`src/rtl/wb_bus_arbiter.sv`:
```
// Wishbone B4 classic master shared between instruction fetch (I) and load/store (D).
// One transaction at a time, D has priority. A watchdog ends accesses the slave never
// answers. A pipeline flush cancels the fetch response but lets the bus cycle finish.
//
// state  | meaning
// IDLE   | no bus cycle open, arbitrating between requesters
// I_ACC  | fetch access in flight, waiting for ack/err/timeout
// D_ACC  | load/store access in flight, waiting for ack/err/timeout
module wb_bus_arbiter #(
  parameter int TIMEOUT_W = 8,
  parameter int TIMEOUT   = 255
) (
  input  logic        clk,
  input  logic        rst,
  input  logic        i_req_i,
  input  logic [31:0] i_addr_i,
  output logic [31:0] i_rdata_o,
  output logic        i_ack_o,
  input  logic        d_req_i,
  input  logic        d_we_i,
  input  logic [3:0]  d_sel_i,
  input  logic [31:0] d_addr_i,
  input  logic [31:0] d_wdata_i,
  output logic [31:0] d_rdata_o,
  output logic        d_ack_o,
  input  logic        flush_i,
  output logic        if_stall_o,
  output logic        mem_stall_o,
  output logic        bus_err_o,
  output logic        err_src_o,
  output logic        wb_cyc_o,
  output logic        wb_stb_o,
  output logic        wb_we_o,
  output logic [3:0]  wb_sel_o,
  output logic [31:0] wb_adr_o,
  output logic [31:0] wb_dat_o,
  input  logic [31:0] wb_dat_i,
  input  logic        wb_ack_i,
  input  logic        wb_err_i
);

  typedef enum logic [1:0] {IDLE, I_ACC, D_ACC} state_t;

  state_t               state_q, state_d;
  logic                 cyc_q, cyc_d;
  logic                 we_q, we_d;
  logic [3:0]           sel_q, sel_d;
  logic [31:0]          adr_q, adr_d;
  logic [31:0]          dat_q, dat_d;
  logic [31:0]          i_rdata_q, i_rdata_d;
  logic [31:0]          d_rdata_q, d_rdata_d;
  logic                 i_ack_q, i_ack_d;
  logic                 d_ack_q, d_ack_d;
  logic                 bus_err_q, bus_err_d;
  logic                 err_src_q, err_src_d;
  logic [TIMEOUT_W-1:0] wdog_q, wdog_d;
  logic                 drop_q, drop_d;

  logic [TIMEOUT_W-1:0] wdog_inc;
  logic                 timed_out;
  logic                 done;
  logic                 fail;

  // Next-state and registered-output computation for the arbiter FSM.
  always_comb begin
    state_d   = state_q;
    cyc_d     = cyc_q;
    we_d      = we_q;
    sel_d     = sel_q;
    adr_d     = adr_q;
    dat_d     = dat_q;
    i_rdata_d = i_rdata_q;
    d_rdata_d = d_rdata_q;
    i_ack_d   = 1'b0;
    d_ack_d   = 1'b0;
    bus_err_d = 1'b0;
    err_src_d = err_src_q;
    wdog_d    = wdog_q;
    drop_d    = drop_q;
    wdog_inc  = wdog_q + TIMEOUT_W'(1);
    timed_out = 1'b0;
    done      = 1'b0;
    fail      = 1'b0;
    case (state_q)
      IDLE: begin
        // A requester acked last cycle still holds req; masking it avoids a repeat access.
        if (d_req_i && !d_ack_q) begin
          state_d = D_ACC;
          cyc_d   = 1'b1;
          we_d    = d_we_i;
          sel_d   = d_sel_i;
          adr_d   = d_addr_i;
          dat_d   = d_wdata_i;
          wdog_d  = '0;
          drop_d  = 1'b0;
        end else if (i_req_i && !i_ack_q) begin
          state_d = I_ACC;
          cyc_d   = 1'b1;
          we_d    = 1'b0;
          sel_d   = 4'hF;
          adr_d   = i_addr_i;
          dat_d   = '0;
          wdog_d  = '0;
          drop_d  = flush_i;
        end
      end
      I_ACC, D_ACC: begin
        // The counter reaching TIMEOUT on this cycle means the cycle has been open TIMEOUT cycles.
        timed_out = (wdog_inc == TIMEOUT_W'(TIMEOUT));
        done      = wb_err_i || wb_ack_i || timed_out;
        fail      = wb_err_i || (!wb_ack_i && timed_out);
        if (!done) begin
          wdog_d = wdog_inc;
          if (state_q == I_ACC && flush_i) drop_d = 1'b1;
        end else begin
          state_d   = IDLE;
          cyc_d     = 1'b0;
          bus_err_d = fail;
          if (fail) err_src_d = (state_q == D_ACC);
          if (state_q == D_ACC) begin
            d_ack_d   = 1'b1;
            d_rdata_d = (fail || we_q) ? 32'h0 : wb_dat_i;
          end else begin
            drop_d = 1'b0;
            // A flush on the completing cycle also cancels the response.
            if (!(drop_q || flush_i)) begin
              i_ack_d   = 1'b1;
              i_rdata_d = fail ? 32'h0 : wb_dat_i;
            end
          end
        end
      end
      default: state_d = IDLE;
    endcase
  end

  // State and output registers; synchronous reset clears everything, closing any open cycle.
  always_ff @(posedge clk) begin
    if (rst) begin
      state_q   <= IDLE;
      cyc_q     <= 1'b0;
      we_q      <= 1'b0;
      sel_q     <= '0;
      adr_q     <= '0;
      dat_q     <= '0;
      i_rdata_q <= '0;
      d_rdata_q <= '0;
      i_ack_q   <= 1'b0;
      d_ack_q   <= 1'b0;
      bus_err_q <= 1'b0;
      err_src_q <= 1'b0;
      wdog_q    <= '0;
      drop_q    <= 1'b0;
    end else begin
      state_q   <= state_d;
      cyc_q     <= cyc_d;
      we_q      <= we_d;
      sel_q     <= sel_d;
      adr_q     <= adr_d;
      dat_q     <= dat_d;
      i_rdata_q <= i_rdata_d;
      d_rdata_q <= d_rdata_d;
      i_ack_q   <= i_ack_d;
      d_ack_q   <= d_ack_d;
      bus_err_q <= bus_err_d;
      err_src_q <= err_src_d;
      wdog_q    <= wdog_d;
      drop_q    <= drop_d;
    end
  end

  assign wb_cyc_o    = cyc_q;
  assign wb_stb_o    = cyc_q;
  assign wb_we_o     = we_q;
  assign wb_sel_o    = sel_q;
  assign wb_adr_o    = adr_q;
  assign wb_dat_o    = dat_q;
  assign i_rdata_o   = i_rdata_q;
  assign d_rdata_o   = d_rdata_q;
  assign i_ack_o     = i_ack_q;
  assign d_ack_o     = d_ack_q;
  assign bus_err_o   = bus_err_q;
  assign err_src_o   = err_src_q;
  assign if_stall_o  = i_req_i & ~i_ack_q;
  assign mem_stall_o = d_req_i & ~d_ack_q;

endmodule

```
`config.mk`:
```
export PLATFORM = sky130hd
export DESIGN_NAME = wb_bus_arbiter
export DESIGN_NICKNAME = d
export VERILOG_FILES = /design/src/rtl/wb_bus_arbiter.sv
export SDC_FILE = /design/constraint.sdc
export NUM_CORES = 1
export LEC_CHECK = 0
export BUFFER_PORTS_ARGS = -buffer_cell sky130_fd_sc_hd__buf_2
export CAP_MARGIN = 20
export CORE_UTILIZATION = 45
export CTS_CLUSTER_DIAMETER = 200
export DETAILED_ROUTE_END_ITERATION = 7
export GPL_ROUTABILITY_DRIVEN = 0
export PLACE_DENSITY = 0.84
export SLEW_MARGIN = 20
export SYNTH_ARGS = -nofsm -noshare
export SYNTH_HDL_FRONTEND = slang
export SYNTH_SLANG_ARGS = --single-unit
```
`constraint.sdc`:
```
create_clock -name clk -period 5.5 [get_ports clk]
set_input_delay 0.825 -clock clk [delete_from_list [all_inputs] [get_ports clk]]
set_output_delay 0.825 -clock clk [all_outputs]
set_load 0.01 [all_outputs]
```
==> impl_results.md, run 1 <==
* Crit-path cells: buf_2 -> nand2b_1 -> buf_4 -> clkinv_1 -> buf_4 -> buf_2
* Clk_skew at 5.75 ps
* Number of global-route vias before repair at 4980
* Final WS setup at 2740 ps
* Max VDD drop at 0.000194 V
* Post-DP HPWL at around 11000 µm
* Outcome: finished clean
* Ant diodes at 0
* Gr ovfl total at 0
* Number of iterations in the first detailed-routing pass at 5
* Slowest cell on crit path: buf_4
* Hold slack at approximately 470 ps
* Vias/cell at 5.48
* Top FF cell, synth: dfxtp_1
* Synth Warn # at 0
* H-tree Lvls at 4
* Cell Pwr Density at 368 nW/µm²
* Kind of critical path: input pin to primary output
* Max-slew violation count at 0
* Root Buffer: clkbuf_16
* Asr flop ratio synth at 0%
* DRT antenna net count at 0
* Pin count of the biggest net entering global routing at 77
* Resized Gates After CTS at 0
* RSZ-0062 raised after global routing: false
* CP endpoint kind: primary output
* Hold-fix buffers, CTS at 0
* Core region area at about 12000 µm²
* Worst EP required at 4680 ps
* Residual DRC count at 0
* Register area share after synthesis at a little over half
* CP max FO at 38
* Wirelength per Cell at 16.0 µm
* Antenna violations before repair at 0
* Max transition margin at around 48%
* FF+latch count, synth at 149
* Yosys top cell by area: dfxtp_1
* Fin Setup TNS at 0 ps
* Worst-path clk slew at 50 ps
* Share of cells above drive strength 1 at 39.0%
* EDFF count, synth at 0
* Fin crit period at 2760 ps
* Fin crit share at 50.2%
* Endpoints failing setup at 0
* Worst Tran Pin Value at 778 ps
* Iter 0 DRT Violations at between 500 and 600
* Crit path arrival time at 1930 ps
* Fin nets at 985
* Chip height at around 110 µm
* First-pass GRT wire length at around 25000 µm
* Top-area cell type share of the netlist area at 53.6%
* Final Hold Vio Count at 0
* Die width at 113 µm
* Num Clock Sinks at 149
* I/O pins at ~280
* Netlist Area Pre-Place at 5560 µm²
* Filler cells at between 1000 and 1500
* Max Buffers Root-to-Sink at 2
* CP Launch Type: input pin
* Starting Density at 46.3%
* Distinct cell type count after synthesis at 51
* Mapped Nets at 722
* Via Count at 5476
* Num CTS Buffers at 17
* Synth Instances at around 580
* Total track usage at 24.7%
* Hold Crit Class: flop to flop
* Max-Cap Viols at 0
* CP max stage delay at about 370 ps
* Pre-CTS setup slack at 2420 ps
* Power, Total at between 2000 and 3000 µW
* CTS tree: yes
* Post CTS Setup Buffer Count at 0
* Worst skew pair latency at ~420 ps
* Die ar. at 12800 µm²
* Top-count cell post-synth: dfxtp_1
* Synth top area cells: dfxtp_1 54%, a22o_1 10%, nor2_1 5.3%
* Mapped Avg Cell Area at 9.64 µm²
* Leak at roughly 0.0037 µW
* Post-synth top cells: 149 x dfxtp_1, 78 x nor2_1, 74 x nand2_1
* Row count at 40
* Syn-to-layout area delta at 37.1%
* PortBufs at 280
* Total Wirelength at about 16000 µm
* Fmax at 362 MHz
state kept, by name (all words and copies together) (netlist names):
register   flops
d_ack_o        1
i_ack_o        1
wdog_q         8
d_rdata_o     32
bus_err_o      1
err_src_o      1
i_rdata_o     32
drop_q         1
wb_dat_o      32
state_q        2
wb_we_o        1
wb_adr_o      32
wb_cyc_o       1
wb_sel_o       4
kinds of logic after synthesis:
kind of cell / after synthesis / share of synthesized area (%)
AND/OR/NAND/NOR: 182 / 13.5
multiplexers: 1 / 0.180
adder cells (fa/ha/maj): 5 / 1.12
AO/OA/AOI/OAI: 177 / 26.2
buffers and inverters: 60 / 4.86
XOR/XNOR: 3 / 0.473
flip-flops: 149 / 53.6
metrics by stage:
stage | std cells | util, % | instance area, µm²
floorplan | 577 | - | 5560
global placement | 968 | 58.5 | 7030
detailed placement | 968 | 58.5 | 7030
CTS | 1000 | 63.5 | 7630
global route | 1000 | 63.5 | 7630
finish | 1000 | 63.5 | 7630
cells in the final DEF (no fill, tap or decap), drive strengths merged, types with 2 or more instances in the layout:
cell type    n
bufinv       2
clkinv       7
nand2b       3
ha           5
a22oi       33
nand3        8
nor2b        2
dfxtp      149
o22ai        4
a311oi      32
o221ai       4
o221a        4
clkbuf      24
inv         13
nor2        78
and3         2
nand2       74
and2         2
o211ai       3
a22o        64
nand4        2
buf        289
a31oi        3
nor3         6
o21ai        8
a211oi       4
a21oi        3
a21o         2
xnor2        3
layer usage:
layer  vias up  track usage [%]  share of wire [%]
met5         -                0                  0
met4         0             10.9                2.2
met3        33             6.43                5.4
met2       231             40.1                 50
met1      2573             30.9                 43
li1       2639                -                  -
final timing paths:
check	to	depth (start not counted)	from	slack, ps
min reg2reg	err_src_o	2	err_src_o	470
max	mem_stall_o	6	d_req_i	2740
min	err_src_o	2	err_src_o	470
max reg2reg	wdog_q[3]	6	wdog_q[0]	3050
final cells by class:
cell class	instances	area, µm²	share of cell area (%)
Sequential cell	149	2980	39.1
Multi-Input combinational cell	368	2340	30.6
Timing Repair Buffer	289	1470	19.3
Clock buffer	24	502	6.58
Tap cell	147	184	2.41
Clock inverter	8	96.3	1.26
Inverter	15	56.3	0.738
where the power goes:
group,internal (µW),switching (µW),total (µW)
registers,1160,41.9,1200
logic,180,267,447
clock network,726,433,1160
worst max-delay path, delay by kind of cell:
family	cells	cell delay, ps
AND/OR/NAND/NOR	1	60
buffers and inverters	5	1050
No activity file was read; power rests on OpenSTA's default activity.
==> run 2, diff against run 1 <==
Clock period 5.5 ns to 2.8 ns, I/O delays scaled along.
==> impl_results.md, run 2 (synthesis results as in run 1) <==
* Hold-fix buffers, CTS at 0 (unchanged)
* Cell Pwr Density at 752 nW/µm² (+100%)
* Clk_skew at 10.4 ps (+4.61 ps)
* Final Hold Vio Count at 0 (unchanged)
* Sw Pwr at 1460 µW (+97%)
* Sw frac at 25.1% (-1.3 points)
* Max Buffers Root-to-Sink at 2 (unchanged)
* Outcome: finished clean
* Fin Setup TNS at 0 ps (unchanged)
* Worst Tran Pin Value at 687 ps (-91.0 ps)
* Dpl cell area at 7060 µm² (+0.50%)
* DRT antenna net count at 0 (unchanged)
* CP max FO at 32 (-16%)
* I/O pins at 281 (unchanged)
* Clock Power Share at 44.0% (+2.7 points)
* CP endpoint kind: flop
* Pre-CTS setup slack at 461 ps (-1960 ps)
* Max transition margin at 53.7% (+5.7 points)
* R2R depth at 6 (unchanged)
* Hold Crit Depth at 2 (unchanged)
* Iter 0 DRT Violations at 490 (-3.4%)
* PortBufs at 280 (unchanged)
* Post-DP HPWL at 11400 µm (+2.5%)
* R2R Setup Slk at 420 ps (-2630 ps)
* Pin count of the biggest net entering global routing at 68 (-12%)
* Number of iterations in the first detailed-routing pass at 5 (unchanged)
* Starting Density at 46.3% (unchanged)
* Resized Gates After CTS at 0 (unchanged)
* Crit-path cells: ha_1 -> nor2b_1 -> o2111ai_1 -> o21a_1 -> o31a_4 -> a22o_1
* Reg power frac at 40.6% (-2.2 points)
* Crit path arrival time at 2680 ps (+750 ps)
* Max VDD drop at 0.000419 V (+120%)
* Max-Cap Viols at 0 (unchanged)
* Chip height at 113 µm (unchanged)
* CP Launch Type: flop
* Endpoints failing setup at 0 (unchanged)
* Worst skew pair latency at 420 ps (about the same)
* Ant diodes at 0 (unchanged)
* Row count at 40 (unchanged)
* Num CTS Buffers at 17 (unchanged)
* Root Buffer: clkbuf_16
* Most frequent cells in the layout: 280 x buf_2, 149 x dfxtp_1, 77 x nor2_1
* Worst r2r src: wdog_q[0]
* Gr ovfl total at 0 (unchanged)
* Reg2reg end: d_rdata_o[26]
* Residual DRC count at 0 (unchanged)
* Fmax at 421 MHz
* Hold Crit Class: input pin to flop
* Number of global-route vias before repair at 5200 (+4.4%)
* Fin nets at 988 (+0.30%)
* CTS tree: yes
* Hold Path Sink: i_rdata_o[4]
* Most common cell after layout, fill and taps aside: buf_2
* Antenna violations before repair at 0 (unchanged)
* Final WS setup at 422 ps (-2320 ps)
* Fin crit period at between 2000 and 2500 ps
* Post-route cell area at 7720 µm² (+1.3%)
* Worst-path clk slew at 60 ps (about the same)
* Kind of critical path: flop to flop
* Total Wirelength at 16200 µm (+1.5%)
* Hold slack at 229 ps (-237 ps)
* Slowest cell on crit path: o31a_4
* Core region area at 12000 µm² (unchanged)
* Hold_sp: wb_dat_i[4]
* Internal power at 4350 µW (+110%)
* Total track usage at 25.3% (+0.68 points)
* Max-slew violation count at 0 (unchanged)
* Share of cells above drive strength 1 at 39.2% (+0.19 points)
* Leak at 0.00374 µW (+1.2%)
* Logic pwr share at 15.5% (-0.4 points)
* CP max stage delay at 540 ps (+170 ps)
* Fin crit share at 84.9%
* First-pass GRT wire length at 25500 µm (+3.1%)
* Die ar. at 12800 µm² (unchanged)
* Power, Total at 5810 µW (+110%)
* Vias/cell at 5.48 (about the same)
* H-tree Lvls at 4 (unchanged)
* Worst EP required at 3100 ps (-1580 ps)
* Via Count at 5486 (+0.18%)
* Post CTS Setup Buffer Count at 0 (unchanged)
* Wirelength per Cell at 16.2 µm (+1.4%)
* Syn-to-layout area delta at 38.9%
* Die width at 113 µm (unchanged)
* RSZ-0062 raised after global routing: false
* Num Clock Sinks at 149 (unchanged)
run 2: cell types whose count changed in the layout (fill, tap and decap cells not counted), sizes merged:
cell | previous run | this run
clkinv | 7 | 5
buf | 289 | 292
clkbuf | 24 | 20
bufinv | 2 | 6
run 2: worst max-delay path by stage:
stage	start	to	slack (ps)	depth (start not counted)
floorplan	wdog_q[0]	d_rdata_o[10]	660	8
global placement	wdog_q[0]	d_rdata_o[3]	550	6
detailed placement	wdog_q[0]	d_rdata_o[26]	460	6
CTS	wdog_q[0]	d_rdata_o[26]	440	6
global route	wdog_q[0]	d_rdata_o[26]	270	6
finish	wdog_q[0]	d_rdata_o[26]	420	6
run 2: power by group through the flow:
stage | registers (µW) | clock network [µW] | logic [µW]
finish | 2360 | 2550 | 898
global route | 2370 | 2680 | 981
CTS | 2360 | 2580 | 899
detailed placement | 2400 | 0 | 895
global placement | 2390 | 0 | 882
floorplan | 2460 | 0 | 449
run 2: layout make-up:
class / instances / area [µm²]
clock buffers: 20 / 457
clock inverters: 10 / 203
fillers: 986 / 4290
inverters: 15 / 56.3
multi-input cells: 368 / 2340
flip-flops and latches: 149 / 2980
well taps: 147 / 184
repair buffers: 292 / 1500
run 2: critical path: cells and delay by family (launching register included):
family | cells | cell delay (ps)
compound gates | 4 | 1360
flops | 1 | 420
fa+ha+maj | 1 | 290
simple gates | 1 | 200
run 2: routing by layer:
layer | GRT usage, % | vias to the layer above | routed length, µm
met5 | 0 | - | 0
met4 | 13.2 | 0 | 536
met3 | 6.27 | 52 | 1030
met2 | 42.0 | 258 | 7910
met1 | 30.5 | 2535 | 6760
li1 | - | 2641 | -
run 2: per-stage QoR:
stage	util (%)	cells
2_1_floorplan	-	577
3_3_place_gp	58.8	971
3_5_place_dp	58.8	971
4_1_cts	64.3	1001
5_1_grt	64.3	1001
6_report	64.3	1001
